File: config.mk
export PLATFORM = sky130hd
export DESIGN_NAME = tt_bin_clock_input
export DESIGN_NICKNAME = d
export VERILOG_FILES = /design/src/rtl/tt_bin_clock_input.sv
export SDC_FILE = /design/constraint.sdc
export NUM_CORES = 1
export LEC_CHECK = 0
export CORE_MARGIN = 2
export CORE_UTILIZATION = 60
export DETAILED_ROUTE_END_ITERATION = 16
export PLACE_DENSITY = 0.78
export SKIP_LAST_GASP = 1
export SLEW_MARGIN = 20
export SYNTH_ARGS = -nofsm -noshare
export SYNTH_HDL_FRONTEND = slang
export SYNTH_SLANG_ARGS = --single-unit
File: constraint.sdc
create_clock -name clk_i -period 3.6 [get_ports clk_i]
set_clock_uncertainty 0.2 [all_clocks]
set_input_delay 0.36 -clock clk_i [delete_from_list [all_inputs] [get_ports clk_i]]
set_output_delay 0.36 -clock clk_i [all_outputs]
set_load 0.005 [all_outputs]
File: src/rtl/tt_bin_clock_input.sv
// Button conditioner for tt_bin_clock.
// Each raw push-button is synchronized, debounced and edge-detected. The result is a clean,
// registered, single-cycle command pulse. Hour and minute buttons auto-repeat while held.
//
// Ports:
//   clk_i        system clock
//   rst_i        asynchronous, active-high reset
//   btn_raw_i    raw buttons: [4] hour inc, [3] hour dec, [2] min inc, [1] min dec, [0] meridiem
//   hour_id      hour command pulse:   [1] increment, [0] decrement
//   minute_id    minute command pulse: [1] increment, [0] decrement
//   meridiem_id  meridiem toggle pulse
//   held_o       high while any debounced button is pressed
module tt_bin_clock_input #(
   parameter int unsigned SYNC_STAGES     = 2,
   parameter int unsigned DEBOUNCE_CYCLES = 16,
   parameter int unsigned REPEAT_DELAY    = 64,
   parameter int unsigned REPEAT_PERIOD   = 16
) (
   input  logic       clk_i,
   input  logic       rst_i,
   input  logic [4:0] btn_raw_i,
   output logic [1:0] hour_id,
   output logic [1:0] minute_id,
   output logic       meridiem_id,
   output logic       held_o
);

   localparam int unsigned NumBtn = 5;
   localparam int unsigned DbW    = $clog2(DEBOUNCE_CYCLES + 1);
   localparam int unsigned RepMax = (REPEAT_DELAY > REPEAT_PERIOD) ? REPEAT_DELAY : REPEAT_PERIOD;
   localparam int unsigned RepW   = $clog2(RepMax + 1);
   localparam int unsigned PrimeW = $clog2(SYNC_STAGES + 1);

   localparam logic [DbW-1:0]    DbLast     = DbW'(DEBOUNCE_CYCLES - 1);
   localparam logic [RepW-1:0]   DelayLoad  = RepW'(REPEAT_DELAY - 1);
   localparam logic [RepW-1:0]   PeriodLoad = RepW'(REPEAT_PERIOD - 1);
   localparam logic [PrimeW-1:0] PrimeLast  = PrimeW'(SYNC_STAGES);

   typedef enum logic [1:0] {StIdle, StHold, StRepeat} state_e;

   // Synchronizer chain; stage 0 samples the pins directly.
   logic [NumBtn-1:0] sync_q [SYNC_STAGES];
   logic [NumBtn-1:0] synced;

   always_ff @(posedge clk_i or posedge rst_i) begin
      if (rst_i) begin
         for (int s = 0; s < SYNC_STAGES; s++) sync_q[s] <= '0;
      end else begin
         sync_q[0] <= btn_raw_i;
         for (int s = 1; s < SYNC_STAGES; s++) sync_q[s] <= sync_q[s-1];
      end
   end

   assign synced = sync_q[SYNC_STAGES-1];

   // The synchronizer holds reset zeros for SYNC_STAGES cycles; until then a "released"
   // reading is not trustworthy and must not arm the buttons.
   logic [PrimeW-1:0] prime_q, prime_d;
   logic              primed;

   assign primed  = (prime_q == PrimeLast);
   assign prime_d = primed ? prime_q : prime_q + 1'b1;

   always_ff @(posedge clk_i or posedge rst_i) begin
      if (rst_i) prime_q <= '0;
      else       prime_q <= prime_d;
   end

   logic [NumBtn-1:0] level_vec;
   logic [NumBtn-1:0] pulse_req;

   for (genvar i = 0; i < NumBtn; i++) begin : g_btn
      // Meridiem (bit 0) never auto-repeats.
      localparam bit RepEn = (i != 0);

      logic [DbW-1:0]  db_cnt_q, db_cnt_d;
      logic            level_q, level_d;
      logic            prev_q;
      logic            arm_q, arm_d;
      logic            rise;
      logic            pulse;
      state_e          state_q, state_d;
      logic [RepW-1:0] rep_q, rep_d;

      // Debounce: count consecutive cycles of disagreement, then adopt the synced value.
      always_comb begin
         db_cnt_d = '0;
         level_d  = level_q;
         if (synced[i] != level_q) begin
            if (db_cnt_q == DbLast) level_d  = synced[i];
            else                    db_cnt_d = db_cnt_q + 1'b1;
         end
      end

      // A button held through reset must be seen released before its press counts.
      assign arm_d = arm_q | (primed & ~synced[i] & ~level_q);
      assign rise  = level_q & ~prev_q & arm_q;

      always_ff @(posedge clk_i or posedge rst_i) begin
         if (rst_i) begin
            db_cnt_q <= '0;
            level_q  <= 1'b0;
            prev_q   <= 1'b0;
            arm_q    <= 1'b0;
            state_q  <= StIdle;
            rep_q    <= '0;
         end else begin
            db_cnt_q <= db_cnt_d;
            level_q  <= level_d;
            prev_q   <= level_q;
            arm_q    <= arm_d;
            state_q  <= state_d;
            rep_q    <= rep_d;
         end
      end

      always_comb begin
         state_d = state_q;
         rep_d   = rep_q;
         unique case (state_q)
            StIdle: begin
               if (rise && RepEn) begin
                  state_d = StHold;
                  rep_d   = DelayLoad;
               end
            end
            StHold: begin
               if (!level_q) begin
                  state_d = StIdle;
               end else if (rep_q == '0) begin
                  state_d = StRepeat;
                  rep_d   = PeriodLoad;
               end else begin
                  rep_d = rep_q - 1'b1;
               end
            end
            StRepeat: begin
               if (!level_q)            state_d = StIdle;
               else if (rep_q == '0)    rep_d   = PeriodLoad;
               else                     rep_d   = rep_q - 1'b1;
            end
            default: state_d = StIdle;
         endcase
      end

      // Release (level low) wins over a terminal count in the same cycle.
      always_comb begin
         pulse = 1'b0;
         unique case (state_q)
            StIdle:           pulse = rise;
            StHold, StRepeat: pulse = level_q && (rep_q == '0);
            default:          pulse = 1'b0;
         endcase
      end

      assign level_vec[i] = level_q;
      assign pulse_req[i] = pulse;
   end

   // Opposing requests on the same field cancel for that cycle.
   logic [1:0] hour_d, minute_d;

   assign hour_d   = {pulse_req[4] & ~pulse_req[3], pulse_req[3] & ~pulse_req[4]};
   assign minute_d = {pulse_req[2] & ~pulse_req[1], pulse_req[1] & ~pulse_req[2]};

   always_ff @(posedge clk_i or posedge rst_i) begin
      if (rst_i) begin
         hour_id     <= '0;
         minute_id   <= '0;
         meridiem_id <= 1'b0;
         held_o      <= 1'b0;
      end else begin
         hour_id     <= hour_d;
         minute_id   <= minute_d;
         meridiem_id <= pulse_req[0];
         held_o      <= |level_vec;
      end
   end

endmodule
# Word-level counts from Yosys, hierarchy flattened
# Cells that the tools add are included.
# totals
regBits	103
in_bits	7
# classes
n_addsub	11
n_eq_ne	39
muxes	56
n_bitwise	49
reduce_logical	40
# ops
cell	n
7-bit 2-to-1 mux	13
7-bit case mux with 2 select lines	4
5-bit 2-to-1 mux	10
2-bit 2-to-1 mux	19
7-bit zero test	5
7-bit by 1-bit subtractor with 7-bit output (second input constant)	5
2-bit case mux with 3 select lines	5
3-bit AND reduction	9
5-bit by 1-bit adder with 5-bit output (second input constant)	5
5-bit by 4-bit == test with 1-bit output (second input constant)	5
1-bit bitwise AND	24
1-bit inverter	20
2-bit inequality test (second input constant)	9
3-bit inequality test (second input constant)	5
2-bit == test (second input constant)	6
2-bit AND reduction	6
2-bit by 1-bit == test with 1-bit output (second input constant)	5
2-bit zero test	5
1-bit case mux with 2 select lines	5
2-bit OR reduction	5
2-bit by 1-bit inequality test with 1-bit output (second input constant)	4
2-bit nonzero test	4
1-bit logical AND	5
1-bit inequality test	5
3 further kinds	7

# Longest topological paths before layout
# logic_depth
word_depth	6
ltp_mapped	7
mapped_depth_nobuf	6

# Least setup slack after synthesis
# No wires, ideal clock.
# synth_path
kind	register to register
from	register g_btn[2].state_q[0]
to	register g_btn[2].rep_q[4]
arrival_time_ns	1.535
required_time_ns	3.281
slack_ns	1.745
path_stages_with_launch	7
n_path_buf	0
synth_period_minus_slack_ns	1.855
path_cell_list	dfrtp_1 > inv_1 > ha_1 > nor2b_1 > o21ai_1 > a21oi_1 > o21ba_2
# synth_via
elab_chain_len	4
word_cells_on_any_way	9
classes_between	eq/ne (4); mux (1); reduce/logical (4)
# synth_lines
item	line	rtl
start, declared	82	state_e state_q, state_d;
start signal, assigned	105	state_q <= StIdle;
start signal, assigned	112	state_q <= state_d;
2-bit by 1-bit == test with 1-bit output / 2-bit == test (equally long branches)	120	unique case (state_q)
2-bit OR reduction (no line)	-	
2-bit by 1-bit inequality test with 1-bit output (no line) / 2-bit nonzero test (equally long branches)	-	
3-bit AND reduction (no line)	-	
end signal, assigned	113	rep_q <= rep_d;
end, declared	83	logic [RepW-1:0] rep_q, rep_d;
# Parallel ways exist; a longest one is shown, timed or not.
# A chain may end at the register's enable or synchronous reset.

# Worst setup path in the final report
# layout_path
from	register g_btn[2].state_q[0]
to	register g_btn[2].rep_q[2]
# The elaborated chain is that of the path after synthesis.

==> key figures <==
Clock tree
  • Hold-fix buffers, CTS: 0
  • Clk slew on worst S/H paths: 0.09 ns
  • CTS tree: yes
  • Htree depth: 3
  • Post-CTS sizing: 0
  • CTS root buf: clkbuf_8
  • Maximum root-to-sink buffer count: 2
  • Clock sinks: 94
  • Skew-Pair Late Insertion Delay: 0.36 ns
  • Post-CTS Setup Bufs: 0
  • Total CTS buffers: 9

Yosys
  • Post-synth cell types: 52
  • Post-Syn Area: 4630 um2
  • Synth Register Bits: 94
  • Sequential share of the synthesized area: 50.8%
  • Synth Flop Type: dfrtp_1
  • Most area-hungry cell type in the Yosys netlist: dfrtp_1
  • Share of the synthesized area in the top cell type: 50.8%
  • Number of synthesis warnings: 0
  • Syn nets: 476
  • Post-synthesis instance total: 439
  • Ys async rst share: 100%
  • Syn_area_per_cell: 10.6 um2
  • Ranking of synthesized cells by area: dfrtp_1 51%, ha_1 8.1%, xor2_1 3.2%
  • Post-synth EDFFs: 0

Route
  • Post-DR wirelength/cell: 14.4 um
  • Routed met1 length: 3.69 mm
  • Vias: 3284
  • Drc violations: 0
  • WL met2: 4.03 mm
  • DR WL met3: 308 um
  • Vias per Instance: 5.82
  • DRT iter0 DRCs: 164
  • Post-Route WL: 8.14 mm
  • Initial DRT Pass Iterations: 5
  • Routed Antenna Nets: 0
  • Highest routed layer: met4

STA
  • Worst hold slack: 0.160 ns
  • Worst-margin pin slew: 0.844 ns
  • PnR worst setup slack: 1.48 ns
  • Final period util: 59.0%
  • Setup Viol. Count Final: 0
  • Final Hold Vio Count: 0
  • Final min period: 2.12 ns
  • Fmax: 471 MHz
  • Slew margin rel.: 43.7%
  • RSZ-0062 raised after global routing: false
  • Final Max Tran Viols: 0
  • Setup tns final: 0 ns

Worst setup path
  • Startpoint Class: flop
  • CP endpoint kind: flop
  • Worst EP required: 3.65 ns
  • Critical path type: flop to flop
  • Crit path max fanout: 8
  • Critical path arrival: 2.18 ns

Power
  • Peak VDD IR: 0.227 mV
  • Clk network pwr share: 40.6%
  • Sw frac: 23.1%
  • Comb power frac: 7.1%
  • Cell Pwr Density: 412 nW/um2
  • P_leak: 2.49 nW
  • Sequential share of power: 52.3%
  • Internal power: 1.63 mW
  • Switching power: 488 uW

Final layout
  • P&R area growth vs syn: 10.8%
  • Final core occ: 67.5%
  • Layout cells sized above 1: 7.58%
  • Fin area: 5130 um2
  • Antenna cells: 0
  • Nets@finish: 494
  • Fill cells: 567

Die
  • Starting Density: 60.9%
  • Die ar.: 8440 um2
  • Die outline height: 91.9 um
  • Core area: 7610 um2
  • Chip width: 91.9 um
  • Row cnt: 32
  • I/O pins: 13

Run status
  • Status: completed

Placed design
  • Port Buf Inserts: 12
  • Pre-CTS WS: 1.52 ns
  • Gpl congestion: 0.843
  • Placed wire-length estimate: 5.59 mm
  • Placed inst area: 4880 um2

GRT
  • First-pass GRT wire length: 14.4 mm
  • Total gr overflow: 0
  • Aggregate global-route resource usage: 21.0%
  • Initial antenna violation count: 0
  • Vias in the first global route: 3307
  • Largest net degree at the start of global routing: 50

Worst hold path
  • Worst Hold Class: flop to flop

Job
  • Max_cap viols: 0
-- final timing paths --
check | startpoint | endpoint | slack, ns | depth (start not counted)
max in group asynchronous | rst_i | synced[0] | 2.24 | 3
min in group asynchronous | rst_i | g_btn[4].db_cnt_q[1] | 0.27 | 2
min reg2reg | sync_q[7] | synced[2] | 0.16 | 0
max | g_btn[2].state_q[0] | g_btn[2].rep_q[2] | 1.48 | 6
min | sync_q[7] | synced[2] | 0.16 | 0
max reg2reg | g_btn[2].state_q[0] | g_btn[2].rep_q[2] | 1.48 | 6
-- registers in the layout (all words and copies together) (netlist names) --
name / flops
g_btn.state_q: 8
minute_id: 2
held_o: 1
g_btn.level_q: 5
meridiem_id: 1
sync_q: 5
hour_id: 2
g_btn.rep_q: 28
g_btn.prev_q: 5
prime_q: 2
g_btn.db_cnt_q: 25
g_btn.arm_q: 5
synced: 5
-- cell usage in the layout (no fill, tap or decap), types with 3 or more instances in the layout --
cell type         n
a21o_1           12
a21oi_1          27
a22oi_1           4
a311o_1           3
a41oi_1           3
and2_1           12
and3_1            7
and3b_1           5
bufinv_16         3
clkbuf_8         10
clkdlybuf4s50_1  12
dfrtp_1          94
ha_1             30
inv_1            28
mux2_2            6
nand2_1          24
nand2b_1          4
nand3_1          15
nand3b_1          7
nand4_1           4
nor2_1           31
nor2b_1          12
nor3_1            6
nor3b_1           7
o211ai_1          3
o21ai_0          24
o21ai_1           4
o21ba_2           3
o22a_1            5
or3_1             4
xor2_1           17
-- per-layer routing --
layer	track usage [%]	vias to the layer above
met5	0	-
met4	7.71	0
met3	3.94	8
met2	35.4	76
met1	27.3	1613
li1	-	1587
-- cell families after synthesis --
group           Yosys count  share of synthesized area, %
compound gates          107                          15.4
buf+inv                  35                          2.84
fa+ha+maj                30                          8.10
simple gates            146                          17.4
flops                    94                          50.8
xor+xnor                 19                          3.59
mux                       8                          1.89
-- cells in the mapped netlist (all sizes together) (5+ instances only) --
library cell   n
a21o          12
a21oi         27
and2          12
and3           8
and3b          5
clkbuf         6
dfrtp         94
ha            30
inv           29
mux2           6
nand2         24
nand3         16
nand3b         7
nor2          31
nor2b         12
nor3           8
nor3b          7
o21ai         28
o22a           5
xor2          17
-- per-stage QoR --
stage | instances | power [mW]
2_1_floorplan | 439 | 1.23
3_3_place_gp | 548 | 1.27
3_5_place_dp | 548 | 1.28
4_1_cts | 564 | 2.13
5_1_grt | 564 | 2.20
6_report | 564 | 2.11
-- layout make-up --
| type | count | area (um2) | share of cell area [%] |
|---|---|---|---|
| clock inverters | 6 | 115 | 2.24 |
| flip-flops and latches | 94 | 2350 | 45.8 |
| well taps | 102 | 128 | 2.49 |
| repair buffers | 13 | 140 | 2.73 |
| clock buffers | 10 | 138 | 2.68 |
| multi-input cells | 310 | 2150 | 41.9 |
| inverters | 29 | 110 | 2.15 |
-- worst max-delay path, stage by stage (launching register included) --
cell and delay (ns):
dfrtp_1 0.42, inv_1 0.09, ha_1 0.38, nor2b_1 0.17, o21ai_1 0.46, a311oi_1 0.13
a21o_1 0.18
-- power by group through the flow --
stage          clock network (mW)  registers (mW)  logic [mW]
5_1_grt                     0.919            1.11       0.172
2_1_floorplan                   0            1.12       0.112
3_5_place_dp                    0            1.13       0.149
6_report                    0.859            1.11       0.150
4_1_cts                     0.876            1.11       0.151
3_3_place_gp                    0            1.13       0.144
(Power assumes the default switching activity.)
